`config.mk`:
```
export PLATFORM = sky130hd
export DESIGN_NAME = countdown_timer_flat
export DESIGN_NICKNAME = d
export VERILOG_FILES = /design/src/rtl/countdown_timer_if.sv /design/src/rtl/countdown_timer.sv /design/src/flat_wrapper.sv
export SDC_FILE = /design/constraint.sdc
export NUM_CORES = 1
export LEC_CHECK = 0
export ABC_AREA = 1
export BUFFER_PORTS_ARGS = -buffer_cell sky130_fd_sc_hd__buf_2
export CAP_MARGIN = 30
export CELL_PAD_IN_SITES_DETAIL_PLACEMENT = 0
export CELL_PAD_IN_SITES_GLOBAL_PLACEMENT = 2
export CORE_ASPECT_RATIO = 1.5
export CORE_UTILIZATION = 31
export DETAILED_ROUTE_END_ITERATION = 8
export PLACE_DENSITY = 0.9
export SLEW_MARGIN = 10
export SYNTH_ARGS = -nofsm -noshare
export SYNTH_HDL_FRONTEND = slang
export SYNTH_SLANG_ARGS = --single-unit
```
`constraint.sdc`:
```
create_clock -name clk -period 2.6 [get_ports clk]
set_clock_uncertainty 0.05 [all_clocks]
set_input_delay 0.13 -clock clk [delete_from_list [all_inputs] [get_ports clk]]
set_output_delay 0.13 -clock clk [all_outputs]
set_load 0.005 [all_outputs]
```
`src/rtl/countdown_timer_if.sv`:
```
// countdown_timer_if
//   Groups the control/status signals of countdown_timer into one bundle.
//   Handshake: start is accepted on a rising clk edge only while ready=1;
//   load_val and prescale are sampled on that same edge. A start seen while
//   ready=0 is dropped, not queued. done is a one-cycle pulse.
//
//   Signals (master = controller, slave = timer):
//     start     : master->slave  request to load and run
//     load_val  : master->slave  initial count (width bits)
//     prescale  : master->slave  tick divider, one decrement per prescale+1 cycles
//     pause     : master->slave  freeze counting while high
//     abort     : master->slave  cancel the active run without done
//     count     : slave->master  remaining count
//     ready     : slave->master  idle, able to accept start
//     busy      : slave->master  running or paused
//     done      : slave->master  one-cycle completion pulse
//     dbg_state : slave->master  raw FSM state (0 idle, 1 run, 2 paused, 3 done)
interface countdown_timer_if #(
    parameter int width  = 16,
    parameter int pwidth = 8
);
    logic              start;
    logic [width-1:0]  load_val;
    logic [pwidth-1:0] prescale;
    logic              pause;
    logic              abort;
    logic [width-1:0]  count;
    logic              ready;
    logic              busy;
    logic              done;
    logic [1:0]        dbg_state;

    modport master (
        output start, load_val, prescale, pause, abort,
        input  count, ready, busy, done, dbg_state
    );

    modport slave (
        input  start, load_val, prescale, pause, abort,
        output count, ready, busy, done, dbg_state
    );
endinterface

```
`src/rtl/countdown_timer.sv`:
```
// countdown_timer
//   Programmable down-counting timer. A start accepted in IDLE loads the
//   count and prescaler; the count decrements once every prescale+1 cycles
//   and a one-cycle done pulse marks the 1->0 step. Pause freezes progress,
//   abort returns to IDLE without done.
//
//   Ports:
//     clk   : system clock, rising edge
//     reset : asynchronous, active-high
//     bus   : countdown_timer_if slave modport (start/load_val/prescale/
//             pause/abort in; count/ready/busy/done/dbg_state out)
module countdown_timer #(
    parameter int width  = 16,
    parameter int pwidth = 8
) (
    input  logic              clk,
    input  logic              reset,
    countdown_timer_if.slave  bus
);

    typedef enum logic [1:0] {
        S_IDLE   = 2'd0,
        S_RUN    = 2'd1,
        S_PAUSED = 2'd2,
        S_DONE   = 2'd3
    } state_t;

    localparam logic [width-1:0]  lp_cnt_one = {{(width-1){1'b0}}, 1'b1};
    localparam logic [pwidth-1:0] lp_psc_one = {{(pwidth-1){1'b0}}, 1'b1};

    state_t            r_state;
    state_t            w_state_nxt;
    logic [width-1:0]  r_count;
    logic [width-1:0]  w_count_nxt;
    logic [pwidth-1:0] r_psc;
    logic [pwidth-1:0] w_psc_nxt;
    logic [pwidth-1:0] r_presc;
    logic [pwidth-1:0] w_presc_nxt;

    // State and datapath registers.
    always_ff @(posedge clk or posedge reset) begin
        if (reset) begin
            r_state <= S_IDLE;
            r_count <= '0;
            r_psc   <= '0;
            r_presc <= '0;
        end else begin
            r_state <= w_state_nxt;
            r_count <= w_count_nxt;
            r_psc   <= w_psc_nxt;
            r_presc <= w_presc_nxt;
        end
    end

    // Next-state and datapath update. In RUN, abort beats pause beats tick.
    always_comb begin
        w_state_nxt = r_state;
        w_count_nxt = r_count;
        w_psc_nxt   = r_psc;
        w_presc_nxt = r_presc;
        case (r_state)
            S_IDLE: begin
                if (bus.start) begin
                    if (bus.load_val != '0) begin
                        w_count_nxt = bus.load_val;
                        w_psc_nxt   = bus.prescale;
                        w_presc_nxt = bus.prescale;
                        w_state_nxt = S_RUN;
                    end else begin
                        w_count_nxt = '0;
                        w_state_nxt = S_DONE;
                    end
                end
            end
            S_RUN: begin
                if (bus.abort) begin
                    w_count_nxt = '0;
                    w_state_nxt = S_IDLE;
                end else if (bus.pause) begin
                    w_state_nxt = S_PAUSED;
                end else if (r_psc == '0) begin
                    // Tick: reload from the latched divider so a changing
                    // prescale port cannot disturb an active run.
                    w_psc_nxt   = r_presc;
                    w_count_nxt = r_count - lp_cnt_one;
                    if (r_count == lp_cnt_one) begin
                        w_state_nxt = S_DONE;
                    end
                end else begin
                    w_psc_nxt = r_psc - lp_psc_one;
                end
            end
            S_PAUSED: begin
                if (bus.abort) begin
                    w_count_nxt = '0;
                    w_state_nxt = S_IDLE;
                end else if (!bus.pause) begin
                    // Resume edge makes no progress.
                    w_state_nxt = S_RUN;
                end
            end
            S_DONE: begin
                w_state_nxt = S_IDLE;
            end
            default: begin
                w_state_nxt = S_IDLE;
            end
        endcase
    end

    // Moore outputs.
    always_comb begin
        bus.count     = r_count;
        bus.ready     = (r_state == S_IDLE);
        bus.busy      = (r_state == S_RUN) || (r_state == S_PAUSED);
        bus.done      = (r_state == S_DONE);
        bus.dbg_state = r_state;
    end

endmodule

```
`src/flat_wrapper.sv`:
```
// flat-port wrapper written by rule: the top's interface ports become plain ports
module countdown_timer_flat 
#(
    parameter int width  = 16,
    parameter int pwidth = 8
)
  (clk, reset, bus_start, bus_load_val, bus_prescale, bus_pause, bus_abort, bus_count, bus_ready, bus_busy, bus_done, bus_dbg_state);
  countdown_timer_if #(.width(width), .pwidth(pwidth)) bus_i ();
  input  logic clk;
  input  logic reset;
  input wire logic [$bits(bus_i.start)-1:0] bus_start;
  input wire logic [$bits(bus_i.load_val)-1:0] bus_load_val;
  input wire logic [$bits(bus_i.prescale)-1:0] bus_prescale;
  input wire logic [$bits(bus_i.pause)-1:0] bus_pause;
  input wire logic [$bits(bus_i.abort)-1:0] bus_abort;
  output wire logic [$bits(bus_i.count)-1:0] bus_count;
  output wire logic [$bits(bus_i.ready)-1:0] bus_ready;
  output wire logic [$bits(bus_i.busy)-1:0] bus_busy;
  output wire logic [$bits(bus_i.done)-1:0] bus_done;
  output wire logic [$bits(bus_i.dbg_state)-1:0] bus_dbg_state;
  assign bus_i.start = bus_start;
  assign bus_i.load_val = bus_load_val;
  assign bus_i.prescale = bus_prescale;
  assign bus_i.pause = bus_pause;
  assign bus_i.abort = bus_abort;
  assign bus_count = bus_i.count;
  assign bus_ready = bus_i.ready;
  assign bus_busy = bus_i.busy;
  assign bus_done = bus_i.done;
  assign bus_dbg_state = bus_i.dbg_state;
  countdown_timer #(.width(width), .pwidth(pwidth)) u_core (.clk(clk), .reset(reset), .bus(bus_i));
endmodule
```
# After elaboration in Yosys (flattened, before gate mapping)
# Index checks and enable logic that the tools add are counted.
# totals
reg_bits	34
wordCells	52
# op_classes
n_mux	22
n_reduce_logical	10
n_eq_ne	14
add_sub_neg	2
# ops
cell	count
$mux 16	6
$pmux 16 s3	1
$mux 8	5
$eq 16x1->1 const B	1
$mux 2	8
$pmux 8 s2	1
$reduce_bool 16->1	1
$sub 16x1->16 const B	1
$reduce_and 5->1	2
$logic_not 8->1	1
$ne 2x2->1 const B	4
$ne 4x3->1 const B	2
$pmux 2 s4	1
$sub 8x1->8 const B	1
$ne 3x3->1 const B	2
$eq 2x2->1 const B	2
$reduce_and 4->1	1
$ne 3x2->1 const B	1
$reduce_and 3->1	1
$reduce_bool 3->1	1
$eq 2x1->1 const B	1
$logic_not 2->1	1
$ne 2x1->1 const B	1
$reduce_bool 2->1	1
$logic_or 1x1->1	1

# Depth between registers and ports, before layout
# Gate-level depths: netlist of the first run.
# depth
ltp_word	6
mapped_depth	11
depth_no_buf	11

# Worst setup path after synthesis of the first run
# OpenSTA, ideal clock, no wires.
# synth_timing
kind	reg-to-reg
startpoint	reg u_core.r_state[0], in the netlist u_core.bus.dbg_state[0]
endpoint	reg u_core.r_count[14], in the netlist u_core.bus.count[14]
synth_period_minus_slack_ps	1674
required_time_ps	2430
path_stages_with_launch	10
t_arrival_ps	1504
path_slack_ps	926
path_cell_list	dfrtp_1 -> inv_1 -> ha_1 -> inv_1 -> nor2_1 -> nor3_4 -> nand3_4 -> buf_6 -> nor2_1 -> a21oi_2
# synth_via
elab_chain_cells	3
# synth_lines
element	line_no	source
from (decl)	countdown_timer.sv:31	state_t r_state;
from (signal assigned)	countdown_timer.sv:48	r_state <= w_state_nxt;
$logic_not 2->1 *	-	
named net bus_ready	flat_wrapper.sv:17	output wire logic [$bits(bus_i.ready)-1:0] bus_ready;
$ne 2x2->1 (no line) or $reduce_bool 3->1 (tied branches)	-	
$reduce_and 5->1 (no line)	-	
to (signal assigned)	countdown_timer.sv:49	r_count <= w_count_nxt;
to (decl)	countdown_timer.sv:33	logic [width-1:0] r_count;
# Mark *: on every way through the listed nets, which the timed path passes. The rest lies on a longest branch.
# A chain may end at the register's enable or synchronous reset.

# Final worst setup path of the first run
# layout_timing
startpoint	reg u_core.r_state[0], in the netlist u_core.bus.dbg_state[0]
endpoint	reg u_core.r_count[3], in the netlist u_core.bus.count[3]
# layout_via
elab_chain_cells	3
# layout_lines
element	line_no	source
$eq 2x1->1 (tied with other cells)	countdown_timer.sv:61	case (r_state)
$ne 3x2->1 (no line) (tied with other cells)	-	
$reduce_and 5->1 (no line)	-	
# Several ways; a longest one is shown, not always the timed one.

==> impl_metrics.toml, run 1 <==
[status]
status = "completed"

[critical_path]
cp-endpoint = "u_core.bus.count[3]"
path_class = "flip-flop to flip-flop"
r2r-start = "u_core.bus.dbg_state[0]"
r2r_setup_slack_ns = 0.53
worstSetupEndpointType = "flip-flop"
arrival_ns = 2.22
crit_start = "u_core.bus.dbg_state[0]"
cp_max_fo = 12
ff2ff_path_depth = 8
startpoint_type = "flip-flop"
required_ns = 2.75
r2r-end = "u_core.bus.count[3]"

[die]
die_w_um = 75.40
dieArea_sq_um = 8451
core_sq_um = 7710
initial_core_util_pct = 32.49
rows = 39
io_pins = 50
die_h_um = 112.1

[synthesis]
syn_area_per_cell_sq_um = 6.310
synth_top_area_share_pct = 33.97
ys_seq_elements = 34
yosysSeqAreaShare_pct = 33.97
synth_edf_count = 0
synth_area_sq_um = 2505
yosysUniqueCellTypes = 25
yosys.area.top_type = "dfrtp_1"
synthCells = 397
async_flop_share_pct = 100.0
synth_nets = 434
yosys-top-cells-area = "dfrtp_1 34%, nand2_1 21%, inv_1 7.6%"
yosysWarnings = 0
synth_ff_type = "dfrtp_1"

[power]
leakage_uw = 0.001637
p_per_area_nw_per_um2 = 1315
peakVddDrop_mv = 0.4024
total_power_uw = 3946

[global_route]
antenna_found_initial = 0
overflow = 0
grt_use_total_pct = 18.50
grt_start_max_net_pins = 21
first_global_vias = 2506
grt_pass1_wl_um = 11730

[finish]
syn_to_final_growth_pct = 19.78
final_area_sq_um = 3000
n_antenna_cell = 0
layout_common_cells = "142 x nand2_1, 51 x inv_1, 50 x nor2_1"
final_common_cell = "nand2_1"
layout-drive-gt1-share_pct = 17.11
final_nets = 486

[timing]
rsz0062_at_grt = "no"
tns_ns = 0
max_slew_margin_pct = 48.06
setup_viol = 0
fin_crit_ns = 2.065
post-route-period-util_pct = 79.42
slew_viol_final = 0
worst_slew_pin_slew_ns = 0.7782
max_freq_ghz = 0.4843
hold_viol = 0
holdWs_ns = 0.02080

[worst_hold_path]
hold_path_class = "input pin to flip-flop"
holdCritStartpoint = "bus_prescale[3]"

[placement]
place_congestion = 0.8718
dpl_cell_area_sq_um = 2839
dp_hpwl_um = 5582
port_buffers = 49

[clock_network]
clk_pin_slew_ns = 0.06
cts_setup_buffers = 0
cts_buffer_depth = 2
cts_tree = "yes"
root_buffer = "clkbuf_16"
numCtsBuffers = 5
clk_latency_ns = 0.28
htreeDepth = 2
cts.sinks = 34

[job]
drv_cap = 0

[detailed_routing]
ant_nets = 0
wire_per_inst_um = 13.00
num_vias = 2631
routed_wl_um = 7178
drtIter0Drc = 92
drc = 0
dr.pass1.iters = 4
via_per_inst = 4.766
## critical path, stage by stage, from the launching register on
cell     delay (ns)
dfrtp_1        0.41
inv_1          0.08
ha_1           0.34
inv_1          0.08
nor2_2         0.46
inv_2          0.19
nor3_1         0.18
a21oi_1        0.06
o21ai_0        0.13
## how the worst min path moves through the flow
stage	to	depth (start not counted)
2_1_floorplan	u_core.r_presc[0]	2
3_3_place_gp	u_core.r_presc[6]	2
3_5_place_dp	u_core.r_presc[6]	2
4_1_cts	u_core.r_presc[3]	3
5_1_grt	u_core.r_presc[7]	3
6_report	u_core.r_presc[3]	3
## final cells by class
type / count / area [sq um]
fillers: 888 / 4710
multi-input cells: 302 / 1398
flip-flops and latches: 34 / 850.8
repair buffers: 52 / 270.3
inverters: 54 / 202.7
clock buffers: 6 / 138.9
well taps: 102 / 127.6
clock inverters: 2 / 12.51
## routing by layer
layer  part of all wire [%]  GRT usage, %  vias to the layer above
met3                    3.6         3.501                        9
met2                     54         34.17                       54
li1                       -             -                     1344
met5                      0             0                        -
met1                     41         20.10                     1224
met4                    2.0         6.667                        0
## cell families (layout without fill, tap and decap cells)
| kind of cell | count (synthesis) | after routing | synth area share (%) |
|---|---|---|---|
| AO/OA/AOI/OAI | 49 | 49 | 10.29 |
| XOR/XNOR | 1 | 1 | 0.3497 |
| adder cells (fa/ha/maj) | 8 | 8 | 3.996 |
| buffers and inverters | 61 | 114 | 10.24 |
| flip-flops | 34 | 34 | 33.97 |
| AND/OR/NAND/NOR | 244 | 244 | 41.16 |
## per-stage QoR
stage,util (%),std cells,setup slack (ns)
after floorplan,-,397,0.9262
after CTS,38.92,552,0.5242
after global routing,38.92,552,0.3272
final,38.92,552,0.5350
after detailed placement,36.82,543,0.5298
after global placement,36.82,543,0.5936
## state kept, by name, summed over array words and instances, names as in the netlist
name                  count
u_core.r_presc            8
u_core.r_psc              8
u_core.bus.dbg_state      2
u_core.bus.count         16
## where the power goes
group	switching, uW	internal (uW)	leakage, uW
clock	239	379	0.0000729
combinational	1520	784	0.00114
sequential	241	784	0.000427
## timing repair
item,4_1_cts,5_1_grt
gates resized for setup,0,0
hold buffers,1,0
endpoints found under the hold margin,16,0
## synth_stat cells (3+ instances only)
cell     number
o21ai_1       9
inv_1        51
nand2_1     142
buf_6         3
nor2_1       50
dfrtp_1      34
nor3_1        4
nand3_1      33
nor2_2        7
a21oi_1      10
o21ai_0      26
ha_1          8
inv_2         3
No activity file was read; power rests on OpenSTA's default activity.
==> run 2, diff against run 1 <==
--- a/config.mk
+++ b/config.mk
@@ -11,9 +11,9 @@
 export CELL_PAD_IN_SITES_DETAIL_PLACEMENT = 0
 export CELL_PAD_IN_SITES_GLOBAL_PLACEMENT = 2
 export CORE_ASPECT_RATIO = 1.5
-export CORE_UTILIZATION = 31
+export CORE_UTILIZATION = 29
 export DETAILED_ROUTE_END_ITERATION = 8
-export PLACE_DENSITY = 0.9
+export PLACE_DENSITY = 0.86
 export SLEW_MARGIN = 10
 export SYNTH_ARGS = -nofsm -noshare
 export SYNTH_HDL_FRONTEND = slang
==> constraint.sdc (replaced) <==
create_clock -name clk -period 1.9 [get_ports clk]
set_clock_uncertainty 0.05 [all_clocks]
set_input_delay 0.095 -clock clk [delete_from_list [all_inputs] [get_ports clk]]
set_output_delay 0.095 -clock clk [all_outputs]
set_load 0.005 [all_outputs]
==> run 2 against run 1 <==
Utilization decreased by 0.90 points. Fmax increased by 13%. Worst hold slack improved by 0.040 ns. Critical path depth unchanged. Cell area increased by 6.6%.
==> impl_metrics.toml, run 2 (synthesis gave the netlist of run 1 again) <==
[status]
status = "completed"

[finish]
n_antenna_cell = 0
final_common_cell = "nand2_1"
layout_common_cells = "142 x nand2_1, 51 x inv_1, 49 x nor2_1, 49 x buf_2, 34 x dfrtp_1"
syn_to_final_growth_pct = 27.67
final_nets = 503
layout-drive-gt1-share_pct = 18.63
utilization_pct = 38.01
largest_reg_flops = 16

[global_route]
met1_usage_pct = 18.59
met2_usage_pct = 32.74
antenna_found_initial = 0
grt_pass1_wl_um = 11870
busiest_layer = "met2"
grt_start_max_net_pins = 35
met3_usage_pct = 2.835
first_global_vias = 2530
grt_use_total_pct = 17.20
overflow = 0

[clock_network]
htreeDepth = 2
cts_tree = "yes"
clk_pin_slew_ns = 0.06
root_buffer = "clkbuf_16"
numCtsBuffers = 5
clk_latency_ns = 0.29
cts_buffer_depth = 2
cts.sinks = 34

[detailed_routing]
dr.pass1.iters = 4
wire_per_inst_um = 12.67
ant_nets = 0
drc = 0
drtIter0Drc = 84
num_vias = 2621
via_per_inst = 4.566
routed_wl_um = 7272

[power]
total_power_uw = 5742
leakage_uw = 0.001723
peakVddDrop_mv = 0.5370
p_per_area_nw_per_um2 = 1795

[timing]
hold_viol = 0
slew_viol_final = 0
max_freq_ghz = 0.5462
fin_crit_ns = 1.831
rsz0062_at_grt = "no"
max_slew_margin_pct = 68.05
holdWs_ns = 0.06112
setup_viol = 0
worst_slew_pin_slew_ns = 0.4793
post-route-period-util_pct = 96.36

[critical_path]
path_class = "flip-flop to flip-flop"
arrival_ns = 1.95
cp_max_fo = 12
required_ns = 2.02
startpoint_type = "flip-flop"
worstSetupEndpointType = "flip-flop"

[die]
dieArea_sq_um = 9021
initial_core_util_pct = 29.77
rows = 41
core_sq_um = 8413
die_h_um = 115.8
die_w_um = 77.89
io_pins = 50

[placement]
place_congestion = 0.8466
dp_hpwl_um = 5654
port_buffers = 49

[job]
drv_cap = 0

[worst_hold_path]
hold_path_class = "input pin to flip-flop"
run 2: changes by cell type in the layout (fill, tap and decap cells not counted), sizes merged:
cell,previous run,this run
buf,51,60
dlygate4sd3,1,9
bufinv,0,1
clkbuf,6,5
clkinvlp,1,2
inv,54,53
run 2: per-stage QoR:
step	instance area (sq um)	instances	setup slack [ns]	setup TNS, ns
after floorplan	2505	397	0.2262	0
after detailed placement	2913	557	-0.01935	-0.05605
final	3198	574	0.06910	0
after global placement	2913	557	0.03943	0
after CTS	3176	574	0.06546	0
after global routing	3198	574	0.002159	0
run 2: metal layers:
layer / share of wire (%) / wire length (um) / vias up
met2: 53 / 3875 / 48
met1: 41 / 3017 / 1184
met5: 0 / 0 / -
met4: 2.2 / 161 / 0
li1: - / - / 1378
met3: 3.0 / 218 / 11
run 2: area by class of cell:
class                      instances  area [sq um]
clock buffer                       5         125.1
clock inverter                     3         45.04
fill                             941          5215
inverter                          54         215.2
multi-input combinational        302          1410
sequential                        34         850.8
tap                              107         133.9
timing repair buffer              69         417.9
run 2: worst max-delay path, stage by stage (launching register included):
cell     delay (ns)
dfrtp_1        0.41
inv_1          0.08
ha_1           0.22
inv_1          0.08
nor2_1         0.06
nor3_4         0.22
nand3_4        0.22
nor2_1         0.27
a21oi_2        0.09
run 2: where the power goes:
| group | switching, uW | internal [uW] | total, uW |
|---|---|---|---|
| clock network | 348 | 619 | 967 |
| logic | 2170 | 1220 | 3390 |
| registers | 312 | 1070 | 1380 |
run 2: worst paths after layout:
check,start,end,slack (ns),cells after the start
max,u_core.bus.dbg_state[0],u_core.bus.count[14],0.07,8
min,bus_load_val[10],u_core.bus.count[10],0.06,5
max in group asynchronous,reset,u_core.bus.count[15],1.04,4
min in group asynchronous,reset,u_core.r_psc[3],0.41,4
min reg2reg,u_core.r_psc[1],u_core.r_psc[1],0.43,2
max reg2reg,u_core.bus.dbg_state[0],u_core.bus.count[14],0.07,8
run 2: repair_timing:
item / 4_1_cts / 5_1_grt
gates resized for setup: 1 / 7
setup buffers: 0 / 0
endpoints found under the setup margin: 13 / 15
hold endpoints to repair: 42 / 0
hold buffers: 9 / 0
==> run 3, diff against run 2 <==
--- a/config.mk
+++ b/config.mk
@@ -5,13 +5,13 @@
 export SDC_FILE = /design/constraint.sdc
 export NUM_CORES = 1
 export LEC_CHECK = 0
-export ABC_AREA = 1
+export ABC_AREA = 0
 export BUFFER_PORTS_ARGS = -buffer_cell sky130_fd_sc_hd__buf_2
 export CAP_MARGIN = 30
 export CELL_PAD_IN_SITES_DETAIL_PLACEMENT = 0
 export CELL_PAD_IN_SITES_GLOBAL_PLACEMENT = 2
 export CORE_ASPECT_RATIO = 1.5
-export CORE_UTILIZATION = 29
+export CORE_UTILIZATION = 32
 export DETAILED_ROUTE_END_ITERATION = 8
 export PLACE_DENSITY = 0.86
 export SLEW_MARGIN = 10
==> run 3 against run 2 <==
The run now ends with negative setup slack left. Fmax fell by 13%. Sequential cell count did not move. First-iteration DRC count grew 20%. Via count down 7.4%. Worst hold slack worse by 0.052 ns. Global-route usage is 4.3 points higher. Utilization rose by 12 points. Critical path depth is 1 lower. Register-to-register slack lost 0.27 ns. Clock-buffer cell count did not move.
==> impl_metrics.toml, run 3 <==
[power]
p_per_area_nw_per_um2 = 1851
comb_power_share_pct = 68.5
netSwitchingPower_uw = 2704
p_seq_share_pct = 22.8
leakage_uw = 0.001503
peakVddDrop_mv = 0.7546
netSwitchingFraction_pct = 44.71
total_power_uw = 6048
intPower_uw = 3344
clockPowerShare_pct = 8.7

[finish]
n_antenna_cell = 0
layout_common_cells = "49 x buf_2, 49 x buf_4, 34 x dfrtp_1"
final_nets = 403
largest_reg_flops = 16
layout-drive-gt1-share_pct = 41.53
syn_to_final_growth_pct = 48.61

[worst_hold_path]
hold_path_class = "input pin to flip-flop"
hold_end = "u_core.r_presc[7]"
holdCritStartpoint = "bus_prescale[7]"
min_path_cells = 2

[global_route]
antenna_found_initial = 0
overflow = 0
grt_pass1_wl_um = 12250
grt_start_max_net_pins = 35
first_global_vias = 2579
grt_use_total_pct = 21.48

[die]
dieArea_sq_um = 7212
die_h_um = 103.5
rows = 36
io_pins = 50
die_w_um = 69.68
core_sq_um = 6576
initial_core_util_pct = 33.43

[timing]
rsz0062_at_grt = "yes"
hold_viol = 0
holdWs_ns = 0.009380
worst_slack_ns = -0.2042
fin_crit_ns = 2.104
max_freq_ghz = 0.4752
post-route-period-util_pct = 110.7
worst_slew_pin_slew_ns = 0.4655
slew_viol_final = 0
max_slew_margin_pct = 68.97
setup_viol = 21

[critical_path]
startpoint_type = "flip-flop"
r2r-start = "u_core.r_psc[3]"
crit_start = "u_core.r_psc[3]"
ff2ff_path_depth = 7
r2r-end = "u_core.r_psc[0]"
path_class = "flip-flop to flip-flop"
cp_max_fo = 7
r2r_setup_slack_ns = -0.20
worstSetupEndpointType = "flip-flop"
required_ns = 2.08
arrival_ns = 2.29

[detailed_routing]
num_vias = 2428
routed_wl_um = 7431
dr.pass1.iters = 4
drtIter0Drc = 101
ant_nets = 0
via_per_inst = 5.493
wire_per_inst_um = 16.81
drc = 0

[synthesis]
syn_area_per_cell_sq_um = 8.587
yosysWarnings = 0
yosysUniqueCellTypes = 43
synth.most_common_cell = "dfrtp_1"
synthCells = 256
yosysSeqAreaShare_pct = 38.70
synth_top_area_share_pct = 38.70
synth_area_sq_um = 2198
yosys.area.top_type = "dfrtp_1"
yosys-top-cells-area = "dfrtp_1 39%, o21ai_0 5.7%, nor2_1 4.6%"
synthTopCellsByCount = "34 x dfrtp_1, 27 x nor2_1, 25 x o21ai_0"
synth_nets = 293
synth_ff_type = "dfrtp_1"
synth_edf_count = 0
async_flop_share_pct = 100.0
ys_seq_elements = 34

[clock_network]
cts.sinks = 34
numCtsBuffers = 5
clk_latency_ns = 0.29
htreeDepth = 2
cts_buffer_depth = 2
clk_pin_slew_ns = 0.07
root_buffer = "clkbuf_8"
cts_tree = "yes"

[job]
drv_cap = 0

[placement]
port_buffers = 49
dp_hpwl_um = 5369
place_congestion = 0.8216

[status]
violations = "negative setup slack"
status = "finished with violations"
-- run 3: kinds of logic (layout without fill, tap and decap cells) --
kind of cell	after synthesis	after routing	synth area share [%]
xor+xnor	3	3	1.195
simple gates	96	97	21.29
fa+ha+maj	8	8	4.553
buf+inv	23	132	4.097
compound gates	79	79	23.79
mux	13	13	6.375
flops	34	34	38.70
-- run 3: area by class of cell --
cell class	instances	area, sq um
sequential	34	850.8
fill	648	3309
timing repair buffer	112	783.3
multi-input combinational	200	1410
inverter	13	48.80
tap	76	95.09
clock inverter	2	10.01
clock buffer	5	68.82
-- run 3: worst max-delay path, stage by stage (launching register included) --
cell,delay (ns)
dfrtp_1,0.38
or4_4,0.56
buf_6,0.14
or3_4,0.38
buf_4,0.16
o21a_1,0.17
o32ai_2,0.09
a21o_1,0.11
-- run 3: how the worst max path moves through the flow --
stage                              end  slack (ns)
4_1_cts        u_core.bus.dbg_state[1]       -0.21
3_5_place_dp   u_core.bus.dbg_state[1]       -0.26
6_report               u_core.r_psc[0]       -0.20
2_1_floorplan     u_core.bus.count[10]       -0.07
5_1_grt        u_core.bus.dbg_state[1]       -0.28
3_3_place_gp   u_core.bus.dbg_state[1]       -0.20
-- run 3: power groups by stage --
stage | registers (uW) | clock network, uW | logic (uW)
6_report | 1380 | 527 | 4140
3_3_place_gp | 1350 | 0 | 3550
3_5_place_dp | 1360 | 0 | 3580
5_1_grt | 1420 | 567 | 4540
2_1_floorplan | 1370 | 0 | 1950
4_1_cts | 1360 | 540 | 4000
-- run 3: metrics by stage --
| stage | utilization (%) | std cells | instance area [sq um] | setup TNS (ns) | worst slack (ns) |
|---|---|---|---|---|---|
| 2_1_floorplan | - | 256 | 2221 | -0.4394 | -0.07397 |
| 3_3_place_gp | 44.14 | 421 | 2903 | -2.357 | -0.1996 |
| 3_5_place_dp | 44.14 | 421 | 2903 | -2.968 | -0.2631 |
| 4_1_cts | 48.57 | 440 | 3194 | -2.348 | -0.2143 |
| 5_1_grt | 49.68 | 442 | 3267 | -4.160 | -0.2810 |
| 6_report | 49.68 | 442 | 3267 | -2.204 | -0.2042 |
-- run 3: repair_timing --
item | in CTS | in global routing
pin swaps | 22 | 6
gates resized for setup | 41 | 16
hold buffers | 7 | 0
endpoints found under the hold margin | 40 | 0
cloned | 2 | 0
setup buffers | 4 | 3
endpoints found under the setup margin | 25 | 31
-- run 3: per-layer routing --
layer / GRT usage [%] / share of wire [%]
met3: 3.113 / 4.7
met4: 9.000 / 2.4
met5: 0 / 0
met2: 40.50 / 53
met1: 23.39 / 40
